===== config.mk =====
export PLATFORM = sky130hd
export DESIGN_NAME = load_store_unit
export DESIGN_NICKNAME = d
export VERILOG_FILES = /design/src/rtl/load_store_unit_pkg.sv /design/src/rtl/load_store_unit_sat_counter.sv /design/src/rtl/load_store_unit.sv
export SDC_FILE = /design/constraint.sdc
export NUM_CORES = 1
export LEC_CHECK = 0
export CORE_MARGIN = 5
export CORE_UTILIZATION = 45
export CTS_BUF_LIST = sky130_fd_sc_hd__clkbuf_8
export CTS_CLUSTER_DIAMETER = 50
export DETAILED_ROUTE_END_ITERATION = 6
export GPL_TIMING_DRIVEN = 1
export PLACE_DENSITY = 0.88
export SYNTH_ARGS = -nofsm -noshare
export SYNTH_HDL_FRONTEND = slang
export SYNTH_SLANG_ARGS = --single-unit

===== constraint.sdc =====
create_clock -name clock -period 2.79 [get_ports clock]
set_clock_uncertainty 0.05 [all_clocks]
set_input_delay 0.279 -clock clock [delete_from_list [all_inputs] [get_ports clock]]
set_output_delay 0.279 -clock clock [all_outputs]
set_load 0.02 [all_outputs]

===== src/rtl/load_store_unit_pkg.sv =====
// Shared constants for the load/store unit.
//   - FSM state encoding (IDLE, SETUP, ACCESS, HOLD, RESP)
//   - default implemented word-address width of the attached memory
//   - request address legality helper
package load_store_unit_pkg;

  localparam int DEF_MEM_AW = 12;

  typedef enum logic [2:0] {
    IDLE   = 3'd0,
    SETUP  = 3'd1,
    ACCESS = 3'd2,
    HOLD   = 3'd3,
    RESP   = 3'd4
  } lsu_state_e;

  // A byte address is illegal when it is not word aligned, or when it
  // reaches past the words the memory implements.
  function automatic logic addr_is_bad(input logic [31:0] addr, input int aw);
    return (addr[1:0] != 2'b00) || ((addr >> (aw + 2)) != 32'd0);
  endfunction

endpackage


===== src/rtl/load_store_unit_sat_counter.sv =====
// Saturating up-counter used for the load/store unit status counters.
// Ports:
//   clock  - rising-edge clock
//   reset  - asynchronous active-low reset, clears count
//   inc    - add one on the next edge (ignored once all ones)
//   count  - current value, width bits
module sat_counter #(
  parameter int width = 16
) (
  input  logic             clock,
  input  logic             reset,
  input  logic             inc,
  output logic [width-1:0] count
);

  logic [width-1:0] count_r;

  // Count register: increments on inc, sticks at the maximum value.
  always_ff @(posedge clock or negedge reset) begin
    if (!reset) begin
      count_r <= {width{1'b0}};
    end else if (inc && (count_r != {width{1'b1}})) begin
      count_r <= count_r + {{(width-1){1'b0}}, 1'b1};
    end else begin
      count_r <= count_r;
    end
  end

  assign count = count_r;

endmodule


===== src/rtl/load_store_unit.sv =====
// Load/store unit: accepts one word load or store at a time, runs it through
// a fixed SETUP/ACCESS/HOLD sequence against a simple synchronous-write,
// combinational-read memory, and returns a one-cycle response.
// Ports:
//   clock, reset                 - clock and asynchronous active-low reset
//   req_valid/req_ready          - request handshake (ready only in IDLE)
//   req_write/req_addr/req_wdata - store flag, byte address, store data
//   resp_valid/resp_rdata/resp_error - one-cycle completion, load data, reject
//   mem_ren/mem_wen/mem_addr/mem_din/mem_dout - memory port (word address)
//   rd_count/wr_count/err_count  - saturating completion counters
module load_store_unit
  import load_store_unit_pkg::*;
#(
  parameter int MEM_AW = DEF_MEM_AW,
  parameter int CNT_W  = 16
) (
  input  logic             clock,
  input  logic             reset,
  input  logic             req_valid,
  output logic             req_ready,
  input  logic             req_write,
  input  logic [31:0]      req_addr,
  input  logic [31:0]      req_wdata,
  output logic             resp_valid,
  output logic [31:0]      resp_rdata,
  output logic             resp_error,
  output logic             mem_ren,
  output logic             mem_wen,
  output logic [31:0]      mem_addr,
  output logic [31:0]      mem_din,
  input  logic [31:0]      mem_dout,
  output logic [CNT_W-1:0] rd_count,
  output logic [CNT_W-1:0] wr_count,
  output logic [CNT_W-1:0] err_count
);

  lsu_state_e  state_r;
  lsu_state_e  next_state_s;
  logic        accept_s;
  logic        bad_addr_s;
  logic        write_r;
  logic        err_r;
  logic        mem_ren_r;
  logic        mem_wen_r;
  logic [31:0] mem_addr_r;
  logic [31:0] mem_din_r;
  logic        resp_valid_r;
  logic        resp_error_r;
  logic [31:0] resp_rdata_r;
  logic        inc_rd_s;
  logic        inc_wr_s;
  logic        inc_err_s;

  assign accept_s   = req_valid && (state_r == IDLE);
  assign bad_addr_s = addr_is_bad(req_addr, MEM_AW);

  // State register.
  always_ff @(posedge clock or negedge reset) begin
    if (!reset) begin
      state_r <= IDLE;
    end else begin
      state_r <= next_state_s;
    end
  end

  // Next-state logic; illegal requests skip straight to the response.
  always_comb begin
    next_state_s = state_r;
    case (state_r)
      IDLE: begin
        if (accept_s) begin
          next_state_s = bad_addr_s ? RESP : SETUP;
        end else begin
          next_state_s = IDLE;
        end
      end
      SETUP:   next_state_s = ACCESS;
      ACCESS:  next_state_s = HOLD;
      HOLD:    next_state_s = RESP;
      RESP:    next_state_s = IDLE;
      default: next_state_s = IDLE;
    endcase
  end

  // Request latch, memory port and response registers. Enables and
  // resp_valid are decoded from the next state so they come straight from
  // flops. mem_addr/mem_din only change at acceptance of a legal request,
  // so they are stable across the whole access.
  always_ff @(posedge clock or negedge reset) begin
    if (!reset) begin
      write_r      <= 1'b0;
      err_r        <= 1'b0;
      mem_ren_r    <= 1'b0;
      mem_wen_r    <= 1'b0;
      mem_addr_r   <= 32'd0;
      mem_din_r    <= 32'd0;
      resp_valid_r <= 1'b0;
      resp_error_r <= 1'b0;
      resp_rdata_r <= 32'd0;
    end else begin
      mem_ren_r    <= (next_state_s == ACCESS) && !write_r;
      mem_wen_r    <= (next_state_s == ACCESS) && write_r;
      resp_valid_r <= (next_state_s == RESP);
      resp_error_r <= (next_state_s == RESP) && (accept_s ? bad_addr_s : err_r);
      if (accept_s) begin
        write_r      <= req_write;
        err_r        <= bad_addr_s;
        resp_rdata_r <= 32'd0;
        if (!bad_addr_s) begin
          mem_addr_r <= req_addr >> 2'd2;
          mem_din_r  <= req_wdata;
        end else begin
          mem_addr_r <= mem_addr_r;
          mem_din_r  <= mem_din_r;
        end
      end else if ((state_r == ACCESS) && !write_r) begin
        // Memory read data is only valid while mem_ren is high.
        resp_rdata_r <= mem_dout;
      end else begin
        resp_rdata_r <= resp_rdata_r;
      end
    end
  end

  // Counters update on the edge leaving RESP, so an aborted access never counts.
  assign inc_rd_s  = (state_r == RESP) && !err_r && !write_r;
  assign inc_wr_s  = (state_r == RESP) && !err_r && write_r;
  assign inc_err_s = (state_r == RESP) && err_r;

  sat_counter #(.width(CNT_W)) u_rd_cnt (
    .clock (clock),
    .reset (reset),
    .inc   (inc_rd_s),
    .count (rd_count)
  );

  sat_counter #(.width(CNT_W)) u_wr_cnt (
    .clock (clock),
    .reset (reset),
    .inc   (inc_wr_s),
    .count (wr_count)
  );

  sat_counter #(.width(CNT_W)) u_err_cnt (
    .clock (clock),
    .reset (reset),
    .inc   (inc_err_s),
    .count (err_count)
  );

  assign req_ready  = (state_r == IDLE);
  assign resp_valid = resp_valid_r;
  assign resp_rdata = resp_rdata_r;
  assign resp_error = resp_error_r;
  assign mem_ren    = mem_ren_r;
  assign mem_wen    = mem_wen_r;
  assign mem_addr   = mem_addr_r;
  assign mem_din    = mem_din_r;

endmodule


==> summary.md, run 1 <==
| Metric | Value |
|---|---|
| PortBufs | `246` |
| Multi-input logic area | `2360 um2` |
| Worst setup path class | `reg -> out` |
| Power density over cell area | `492 nW/um2` |
| Cell Rows | `43` |
| Iteration count of the initial detailed-routing pass | `5` |
| Area of the core | `13,800 um2` |
| Status | `finished clean` |
| Main synth FF type | `sky130_fd_sc_hd__dfrtp_1` |
| Average wire per standard cell | `17.8 um` |
| First DRT Iteration DRCs | `298` |
| Reg2Reg Depth | `6` |
| Clock tree from TritonCTS | `built` |
| Via count of the routed design | `5,172` |
| Arrival time reported for the critical path endpoint | `2.09 ns` |
| Crit path depth | `3` |
| Unrepaired setup endpoints after global routing | `false` |
| Largest stage delay on the critical path | `0.69 ns` |
| Timing-limited maximum frequency | `0.414 GHz` |
| Final critical delay including setup and external delays | `2.42 ns` |
| Clock Root Buffer | `sky130_fd_sc_hd__clkbuf_8` |
| Number of register bits inferred by synthesis | `151` |
| Global placement routability congestion | `0.875` |
| Total number of nets in the final design | `894` |
| Sum of routed wire length over all layers | `17,500 um` |
| Later-pin clock latency in the skew report | `0.45 ns` |
| Hold path endpoint | `resp_rdata[20]` |
| # IOs | `249` |
| Number of remaining DRC errors | `0` |
| Worst reg2reg endpoint | `mem_din[31]` |
| Startpoint kind of the worst setup timing path | `register` |
| Synthesized area per cell | `11.7 um2` |
| Worst hold path startpoint | `mem_dout[20]` |
| Max-slew headroom at the worst pin | `47.5%` |
| Path category of the worst min-delay check | `in -> reg` |
| Global-route wire length before repair | `27,900 um` |
| R2r startpoint | `state_r[0]` |
| Via density | `5.26` |
| Number of antenna cells inserted | `0` |
| PostCTS Resize Cnt | `0` |
| Area after DPL | `8960 um2` |
| Buffer and inverter count on the worst path | `2` |
| Post-Synthesis Cell Area | `6260 um2` |
| Total die area | `16,400 um2` |
| Register area | `3780 um2` |
| Seq/Total Area, Yosys | `60.4%` |
| Final cell count without fillers | `984` |
| Ys async rst share | `100%` |
| Clk pin slew, worst setup/hold paths | `0.08 ns` |
| Number of clock buffers inserted by TritonCTS | `17` |
| Number of placed cells counting well taps | `951` |
| Final worst path period share | `86.6%` |
| CP delay by family, top | `buffers and inverters` |
| Slew @ Worst Pin | `0.788 ns` |
| Required @ worst endpoint | `2.46 ns` |
| Vertical die dimension | `128 um` |
| CTS max path bufs | `2` |
| Critical Path End Type | `output port` |
| Die extent in x | `128 um` |
| Pin count of the biggest net entering global routing | `87` |
| All-layer global routing usage | `21.6%` |
| Unique masters post-synth | `47` |
| Fraction of layout cells with a size suffix above 1 | `12.6%` |
| Number of fillers in the final layout | `1,039` |
| Number of cells on the worst hold path | `3` |
| Number of flops mapped to enable cells by yosys | `0` |
| Max H-tree Level | `4` |
| Util after Layout | `68.3%` |
| Maxcap violations | `0` |
| Final setup violating endpoints | `0` |
| Area Growth Syn to Fin | `50.3%` |
| Final standard cell area without fillers | `9400 um2` |
| Vias in the first global route | `5,449` |
| Total power draw | `0.00463 W` |
| Worst IR drop on VDD | `0.275 mV` |
| Slack of the worst reg-to-reg path | `0.38 ns` |
| Initial antenna violation count | `0` |
| Cell-by-cell listing of the critical path | `buf_4, nor3_1, clkdlybuf4s50_1` |
| Total grt overflow | `0` |
| Slowest CP cell | `sky130_fd_sc_hd__clkdlybuf4s50_1` |
| Crit-path max FO | `9` |
| Final setup TNS | `0 ns` |
| Final count of hold timing violations | `0` |
| Total number of clock tree sinks | `151` |
| Pins Over Slew Limit | `0` |
| Hpwl dp | `13,000 um` |
| Effective utilization at floorplan | `45.4%` |
| Final ANT Viol Nets | `0` |
| Count of warnings emitted by yosys | `0` |
| Total leakage power | `4.15 nW` |
| Synthesized instance count | `536` |
## cells in the mapped netlist, drive strengths merged, types with 3 or more instances
cell	number	area, um2
xnor2	14	123
nand3	21	105
clkbuf	15	56.3
buf	10	61.3
nand4	14	87.6
dfrtp	151	3780
mux2	52	586
a211oi	9	67.6
inv	3	11.3
nor4	9	56.3
o21ai	34	170
and3	7	43.8
nor2	9	33.8
nor4b	4	35.0
nor2b	18	113
ha	3	37.5
nor3	8	45.0
and2	4	25.0
a21oi	10	50.1
xor2	21	184
nand2	90	338
and4	4	35.0
or4	3	27.5
## flip-flops by register name (all words and copies together), names as in the netlist
signal and cells:
u_wr_cnt.count 16, state_r 3, resp_error 1, resp_valid 1, resp_rdata 32, mem_wen 1
write_r 1, u_err_cnt.count 16, mem_din 32, u_rd_cnt.count 16, mem_addr 30, err_r 1
mem_ren 1
## per-stage QoR
stage                     worst slack, ns  hold WS (ns)
final                               0.373         0.330
after floorplan                     0.173       -0.0666
after CTS                           0.358         0.304
after global routing                0.255         0.333
after detailed placement            0.262         0.344
after global placement              0.458         0.328
## metal layers
metal	share of wire [%]	vias to the layer above	GRT usage (%)
met4	1.8	0	7.43
met1	37	2591	24.5
met5	0	-	0
met2	54	183	38.2
met3	7.3	25	7.08
li1	-	2373	-
## area by class of cell
| type | instances | area share, % |
|---|---|---|
| Multi-Input combinational cell | 358 | 25.1 |
| Sequential cell | 151 | 40.2 |
| Timing Repair Buffer | 260 | 27.6 |
| Clock inverter | 10 | 1.34 |
| Tap cell | 180 | 2.40 |
| Inverter | 3 | 0.120 |
| Clock buffer | 22 | 3.22 |
## where the power goes
| part | internal, W | total, W | switching [W] |
|---|---|---|---|
| sequential | 0.00224 | 0.00233 | 0.0000872 |
| combinational | 0.000276 | 0.000518 | 0.000242 |
| clock | 0.000992 | 0.00178 | 0.000785 |
## logic make-up after synthesis
logic type	Yosys count	share of synthesized area, %
simple gates	200	16.4
flops	151	60.4
compound gates	64	5.96
mux	54	9.68
xor+xnor	35	4.90
buf+inv	28	2.06
fa+ha+maj	3	0.600
other cells	1	0.0599
## worst reg2reg max path, cell delays in order, from the launching register on
cell	delay, ns
sky130_fd_sc_hd__dfrtp_1	0.39
sky130_fd_sc_hd__buf_4	0.17
sky130_fd_sc_hd__nor3_1	0.38
sky130_fd_sc_hd__nand2_1	0.20
sky130_fd_sc_hd__nor3_4	0.37
sky130_fd_sc_hd__buf_12	0.31
sky130_fd_sc_hd__mux2_2	0.41
## worst max path at each step
| stage | to | start |
|---|---|---|
| final | req_ready | state_r[0] |
| after global routing | mem_din[31] | state_r[0] |
| after detailed placement | mem_din[22] | req_addr[22] |
| after CTS | req_ready | state_r[0] |
| after global placement | mem_din[4] | req_addr[18] |
| after floorplan | mem_addr[0] | state_r[1] |
## placed cells by master, fill, tap and decap left out, types with 14 or more instances in the layout
cell type	instances
sky130_fd_sc_hd__clkdlybuf4s50_1	245
sky130_fd_sc_hd__dfrtp_1	151
sky130_fd_sc_hd__nand2_1	90
sky130_fd_sc_hd__mux2_2	51
sky130_fd_sc_hd__o21ai_0	34
sky130_fd_sc_hd__clkbuf_8	22
sky130_fd_sc_hd__nand3_1	21
sky130_fd_sc_hd__xor2_1	21
sky130_fd_sc_hd__nor2b_1	18
sky130_fd_sc_hd__xnor2_1	14
sky130_fd_sc_hd__nand4_1	14
## timing repair
item,in CTS,in global routing
hold buffers,1,0
buffers inserted,0,0
hold endpoints to repair,83,0
Note: power is estimated with default switching activity, not from simulation.
==> run 2: changes to the inputs <==
Settings changed: CORE_MARGIN 5 to default, SETUP_SLACK_MARGIN from default to 0.1.
==> summary.md, run 2 (synthesized netlist as in run 1, its figures left out) <==
| Metric | Value |
|---|---|
| Status | `finished clean` |
| Via count of the routed design | `5,161 (-0.21%)` |
| Critical Path End Type | `output port` |
| Crit-path max FO | `11 (+2)` |
| Sum of routed wire segments on met1 | `6330 um (-2.3%)` |
| Number of fillers in the final layout | `929 (-11%)` |
| Final cell count without fillers | `978 (-0.61%)` |
| Startpoint kind of the worst setup timing path | `register` |
| Number of placed cells counting well taps | `945 (-0.63%)` |
| Util after Layout | `70.1% (+1.9 points)` |
| Final setup violating endpoints | `0 (unchanged)` |
| R2r startpoint | `state_r[1]` |
| Worst IR drop on VDD | `0.359 mV (+30%)` |
| Die extent in x | `120 um (-6.3%)` |
| Effective utilization at floorplan | `46.7% (+1.3 points)` |
| Later-pin clock latency in the skew report | `0.44 ns (about the same)` |
| Post-CTS setup buffers | `0 (unchanged)` |
| Area of the core | `13,400 um2 (-2.7%)` |
| Path category of the worst min-delay check | `in -> reg` |
| CTS max path bufs | `2 (unchanged)` |
| All-layer global routing usage | `24.6% (+3.0 points)` |
| Vias in the first global route | `5,454 (+0.092%)` |
| Area Growth Syn to Fin | `50.2% (about the same)` |
| Worst setup path startpoint | `state_r[1]` |
| Max-slew headroom at the worst pin | `50.5% (+3.0 points)` |
| Clock tree from TritonCTS | `built` |
| PortBufs | `246 (unchanged)` |
| Arrival time reported for the critical path endpoint | `2.22 ns (+0.13 ns)` |
| Slew @ Worst Pin | `0.742 ns (-0.0453 ns)` |
| Total grt overflow | `0 (unchanged)` |
| Final ANT Viol Nets | `0 (unchanged)` |
| Unrepaired setup endpoints after global routing | `false` |
| # hold bufs at CTS | `1 (unchanged)` |
| Number of remaining DRC errors | `0 (unchanged)` |
| Global placement routability congestion | `0.855 (-2.3%)` |
| Worst reg2reg endpoint | `u_rd_cnt.count[15]` |
| Total leakage power | `4.14 nW (-0.25%)` |
| Average wire per standard cell | `17.4 um (-2.1%)` |
| Commonest non-fill, non-tap cell in the layout | `sky130_fd_sc_hd__clkdlybuf4s50_1` |
| Cell Rows | `42 (-2.3%)` |
| Timing-limited maximum frequency | `0.392 GHz (-5.3%)` |
| Total number of nets in the final design | `892 (-0.22%)` |
| Total number of clock tree sinks | `151 (unchanged)` |
| Area after DPL | `8940 um2 (-0.22%)` |
| Reg2Reg Depth | `4 (-2)` |
| Number of antenna cells inserted | `0 (unchanged)` |
| Iteration count of the initial detailed-routing pass | `5 (unchanged)` |
| Initial antenna violation count | `0 (unchanged)` |
| Maxcap violations | `0 (unchanged)` |
| Most frequent cells in the layout | `sky130_fd_sc_hd__clkdlybuf4s50_1 (245), sky130_fd_sc_hd__dfrtp_1 (151), sky130_fd_sc_hd__nand2_1 (90)` |
| Final setup TNS | `0 ns (unchanged)` |
| Clock Root Buffer | `sky130_fd_sc_hd__clkbuf_8` |
| Pin count of the biggest net entering global routing | `81 (-6.9%)` |
| Routed length on met2 | `8960 um (-5.0%)` |
| Total die area | `14,400 um2 (-12%)` |
| Worst hold slack after final layout | `0.337 ns (+0.00686 ns)` |
| First DRT Iteration DRCs | `237 (-20%)` |
| Pins Over Slew Limit | `0 (unchanged)` |
| Final count of hold timing violations | `0 (unchanged)` |
| Number of clock buffers inserted by TritonCTS | `17 (unchanged)` |
| Vertical die dimension | `120 um (-6.3%)` |
| Final worst path period share | `91.5% (+4.8 points)` |
| # IOs | `249 (unchanged)` |
| Final standard cell area without fillers | `9400 um2 (about the same)` |
| Global-route wire length before repair | `27,100 um (-2.9%)` |
| Hpwl dp | `12,500 um (-3.8%)` |
| Final critical delay including setup and external delays | `2.55 ns (+0.134 ns)` |
| Crit path to | `req_ready` |
| Slack of the worst reg-to-reg path | `0.37 ns (about the same)` |
| Required @ worst endpoint | `2.46 ns (about the same)` |
| Met3 wire len | `1090 um (-15%)` |
| Fraction of layout cells with a size suffix above 1 | `12.7% (+0.16 points)` |
| Top routing layer in use | `met4` |
| PostCTS Resize Cnt | `0 (unchanged)` |
| Via density | `5.28 (+0.40%)` |
| Worst setup path class | `reg -> out` |
| Clk pin slew, worst setup/hold paths | `0.08 ns (about the same)` |
| Max H-tree Level | `4 (unchanged)` |
| Power density over cell area | `499 nW/um2 (+1.4%)` |
| Sum of routed wire length over all layers | `17,100 um (-2.7%)` |
run 2: cell types whose count changed in the layout (fill, tap and decap cells not counted):
cell and change:
sky130_fd_sc_hd__inv_1 -3, sky130_fd_sc_hd__clkbuf_8 -2, sky130_fd_sc_hd__bufinv_16 +1, sky130_fd_sc_hd__buf_4 -2, sky130_fd_sc_hd__clkinv_2 +2, sky130_fd_sc_hd__clkinv_4 +1
sky130_fd_sc_hd__inv_6 +1
run 2: report_power, final:
| group | switching (W) | total (W) | internal, W |
|---|---|---|---|
| Clock | 0.000800 | 0.00184 | 0.00104 |
| Sequential | 0.0000918 | 0.00234 | 0.00224 |
| Combinational | 0.000237 | 0.000510 | 0.000273 |
run 2: worst min-delay path by stage:
| stage | depth (start not counted) | slack [ns] | end | startpoint |
|---|---|---|---|---|
| finish | 3 | 0.34 | resp_rdata[29] | mem_dout[29] |
| global route | 3 | 0.32 | resp_rdata[29] | mem_dout[29] |
| CTS | 3 | 0.30 | resp_rdata[29] | mem_dout[29] |
| detailed placement | 1 | 0.32 | u_rd_cnt.count[14] | reset |
| global placement | 1 | 0.31 | u_rd_cnt.count[14] | reset |
| floorplan | 0 | -0.07 | err_r | reset |
run 2: stage by stage:
| step | total power (W) | setup WS, ns |
|---|---|---|
| 5_1_grt | 0.00488 | 0.199 |
| 2_1_floorplan | 0.00253 | 0.173 |
| 3_3_place_gp | 0.00287 | 0.430 |
| 3_5_place_dp | 0.00289 | 0.363 |
| 6_report | 0.00469 | 0.238 |
| 4_1_cts | 0.00474 | 0.264 |
run 2: final cells by class:
type,count,area (um2),share of cell area [%]
Sequential cell,151,3780,40.2
Clock buffer,20,275,2.93
Tap cell,176,220,2.34
Clock inverter,12,173,1.84
Inverter,3,11.3,0.120
Timing Repair Buffer,258,2580,27.5
Multi-Input combinational cell,358,2360,25.1
run 2: routing by layer:
metal / track usage, % / up-vias
li1: - / 2378
met1: 26.9 / 2507
met2: 42.3 / 225
met3: 7.03 / 51
met4: 14.5 / 0
met5: 0 / -
run 2: worst max-delay path: stages, from the launching register on:
cell	delay, ns
sky130_fd_sc_hd__dfrtp_1	0.50
sky130_fd_sc_hd__nor3_1	0.55
sky130_fd_sc_hd__clkdlybuf4s50_1	0.74
==> run 3: changes to the inputs <==
Settings changed: ABC_CLOCK_PERIOD_IN_PS from default to 2790, CORE_MARGIN from default to 2.
==> summary.md, run 3 (synthesized netlist as in run 1, its figures left out) <==
| Metric | Value |
|---|---|
| Status | `finished clean` |
| First DRT Iteration DRCs | `310 (+31%)` |
| Most frequent cells in the layout | `sky130_fd_sc_hd__clkdlybuf4s50_1 (245), sky130_fd_sc_hd__dfrtp_1 (151), sky130_fd_sc_hd__nand2_1 (90)` |
| Final cell count without fillers | `984 (+0.61%)` |
| Cell Rows | `43 (+2.4%)` |
| Global placement routability congestion | `0.861 (+0.63%)` |
| Slack of the worst reg-to-reg path | `0.33 ns (-0.04 ns)` |
| Crit-path max FO | `10 (-1)` |
| Vias in the first global route | `5,284 (-3.1%)` |
| Clk pin slew, worst setup/hold paths | `0.08 ns (about the same)` |
| Timing-limited maximum frequency | `0.406 GHz (+3.6%)` |
| Final ANT Viol Nets | `0 (unchanged)` |
| Number of placed cells counting well taps | `951 (+0.63%)` |
| Worst reg2reg endpoint | `u_rd_cnt.count[15]` |
| Path category of the worst min-delay check | `in -> reg` |
| Average wire per standard cell | `17.6 um (+0.68%)` |
| Clock tree from TritonCTS | `built` |
| Total number of nets in the final design | `894 (+0.22%)` |
| Die extent in x | `122 um (+1.7%)` |
| Later-pin clock latency in the skew report | `0.45 ns (about the same)` |
| Worst setup path class | `reg -> reg` |
| Final setup TNS | `0 ns (unchanged)` |
| CP delay by family, top | `simple AND/OR/NAND/NOR gates` |
| Slew @ Worst Pin | `0.666 ns (-0.0762 ns)` |
| Arrival time reported for the critical path endpoint | `2.74 ns (+0.52 ns)` |
| Reg2Reg Depth | `4 (unchanged)` |
| Pins Over Slew Limit | `0 (unchanged)` |
| Worst setup path startpoint | `state_r[0]` |
| Number of cells on the worst hold path | `3 (unchanged)` |
| Worst IR drop on VDD | `0.339 mV (-5.5%)` |
| Util after Layout | `68.0% (-2.1 points)` |
| Final critical delay including setup and external delays | `2.46 ns (-0.0894 ns)` |
| CTS max path bufs | `2 (unchanged)` |
| Sum of routed wire length over all layers | `17,300 um (+1.3%)` |
| Number of remaining DRC errors | `0 (unchanged)` |
| Total die area | `14,900 um2 (+3.4%)` |
| Fraction of layout cells with a size suffix above 1 | `12.6% (-0.16 points)` |
| Pin count of the biggest net entering global routing | `73 (-9.9%)` |
| Global-route wire length before repair | `26,800 um (-0.97%)` |
| Clock Root Buffer | `sky130_fd_sc_hd__clkbuf_8` |
| Total leakage power | `4.12 nW (-0.47%)` |
| R2r startpoint | `state_r[0]` |
| Final setup violating endpoints | `0 (unchanged)` |
| Via density | `5.20 (-1.4%)` |
| Crit path to | `u_rd_cnt.count[15]` |
| Initial antenna violation count | `1 (+1)` |
| Startpoint kind of the worst setup timing path | `register` |
| Area of the core | `13,700 um2 (+2.4%)` |
| Total grt overflow | `0 (unchanged)` |
| Total number of clock tree sinks | `151 (unchanged)` |
| Total power draw | `0.00435 W (-7.3%)` |
| Maxcap violations | `0 (unchanged)` |
| PostCTS Resize Cnt | `0 (unchanged)` |
| Max H-tree Level | `4 (unchanged)` |
| Critical Path End Type | `register` |
| Number of clock buffers inserted by TritonCTS | `17 (unchanged)` |
| Final worst path period share | `88.3% (-3.2 points)` |
| Buffer and inverter count on the worst path | `0 (-1)` |
| # IOs | `249 (unchanged)` |
| Final count of hold timing violations | `0 (unchanged)` |
| Iteration count of the initial detailed-routing pass | `5 (unchanged)` |
| Via count of the routed design | `5,118 (-0.83%)` |
| Commonest non-fill, non-tap cell in the layout | `sky130_fd_sc_hd__clkdlybuf4s50_1` |
| Hpwl dp | `12,900 um (+2.6%)` |
| Worst hold slack after final layout | `0.330 ns (-0.00649 ns)` |
| Required @ worst endpoint | `3.07 ns (+0.61 ns)` |
| Cell-by-cell listing of the critical path | `or4b_4, or4_4, or3_1, mux2_1` |
| Power density over cell area | `466 nW/um2 (-6.6%)` |
| Vertical die dimension | `122 um (+1.7%)` |
| PortBufs | `246 (unchanged)` |
| Largest stage delay on the critical path | `0.60 ns (-0.14 ns)` |
| Max-slew headroom at the worst pin | `55.6% (+5.1 points)` |
| All-layer global routing usage | `23.7% (-0.93 points)` |
| Number of antenna cells inserted | `0 (unchanged)` |
| Post-CTS setup buffers | `0 (unchanged)` |
| Unrepaired setup endpoints after global routing | `false` |
| Effective utilization at floorplan | `45.6% (-1.1 points)` |
| Crit path depth | `4 (+2)` |
| Area Growth Syn to Fin | `49.1%` |
| Slowest CP cell | `sky130_fd_sc_hd__or4b_4` |
-- run 3: cell types whose count changed in the layout (fill, tap and decap cells not counted) --
cell | previous run | this run
sky130_fd_sc_hd__bufinv_16 | 4 | 0
sky130_fd_sc_hd__inv_1 | 3 | 6
sky130_fd_sc_hd__buf_4 | 9 | 11
sky130_fd_sc_hd__clkbuf_8 | 20 | 22
sky130_fd_sc_hd__inv_6 | 1 | 0
-- run 3: per-layer routing --
metal	up-vias	share of wire, %	track usage, %
met2	215	51	39.0
li1	2370	-	-
met4	2	2.3	9.05
met1	2494	39	28.5
met5	-	0.041	0
met3	37	8.1	8.52
-- run 3: tightest hold or removal path: cells and delay by family --
family | cells | cell delay (ns)
AO/OA/AOI/OAI | 1 | 0.06
AND/OR/NAND/NOR | 1 | 0.05
buffers and inverters | 1 | 0.40
-- run 3: stage by stage --
stage / setup slack, ns / instance area [um2]
CTS: 0.348 / 9330
global placement: 0.323 / 8960
floorplan: 0.173 / 6260
finish: 0.328 / 9330
global route: 0.272 / 9330
detailed placement: 0.268 / 8960
-- run 3: final cells by class --
| type | count | area (um2) |
|---|---|---|
| clock buffers | 22 | 303 |
| clock inverters | 10 | 55.1 |
| fillers | 986 | 4390 |
| inverters | 3 | 11.3 |
| multi-input cells | 358 | 2360 |
| flip-flops and latches | 151 | 3780 |
| well taps | 180 | 225 |
| repair buffers | 260 | 2600 |
-- run 3: timing repair --
item / 4_1_cts / 5_1_grt
endpoints found under the hold margin: 70 / 0
hold buffers: 1 / 0
endpoints found under the setup margin: 0 / 0
-- run 3: report_power, final --
part | total (W) | leakage, nW | switching, W | internal, W
clock network | 0.00151 | 0.194 | 0.000788 | 0.000719
logic | 0.000519 | 1.84 | 0.000245 | 0.000274
registers | 0.00232 | 2.08 | 0.0000785 | 0.00224
total | 0.00435 | 4.12 | 0.00111 | 0.00324
-- run 3: worst min path at each step --
stage | to | slack, ns | startpoint
2_1_floorplan | err_r | -0.07 | reset
3_3_place_gp | u_rd_cnt.count[14] | 0.28 | reset
3_5_place_dp | u_rd_cnt.count[12] | 0.28 | reset
4_1_cts | resp_rdata[8] | 0.29 | mem_dout[8]
5_1_grt | resp_rdata[21] | 0.32 | mem_dout[21]
6_report | resp_rdata[22] | 0.33 | mem_dout[22]
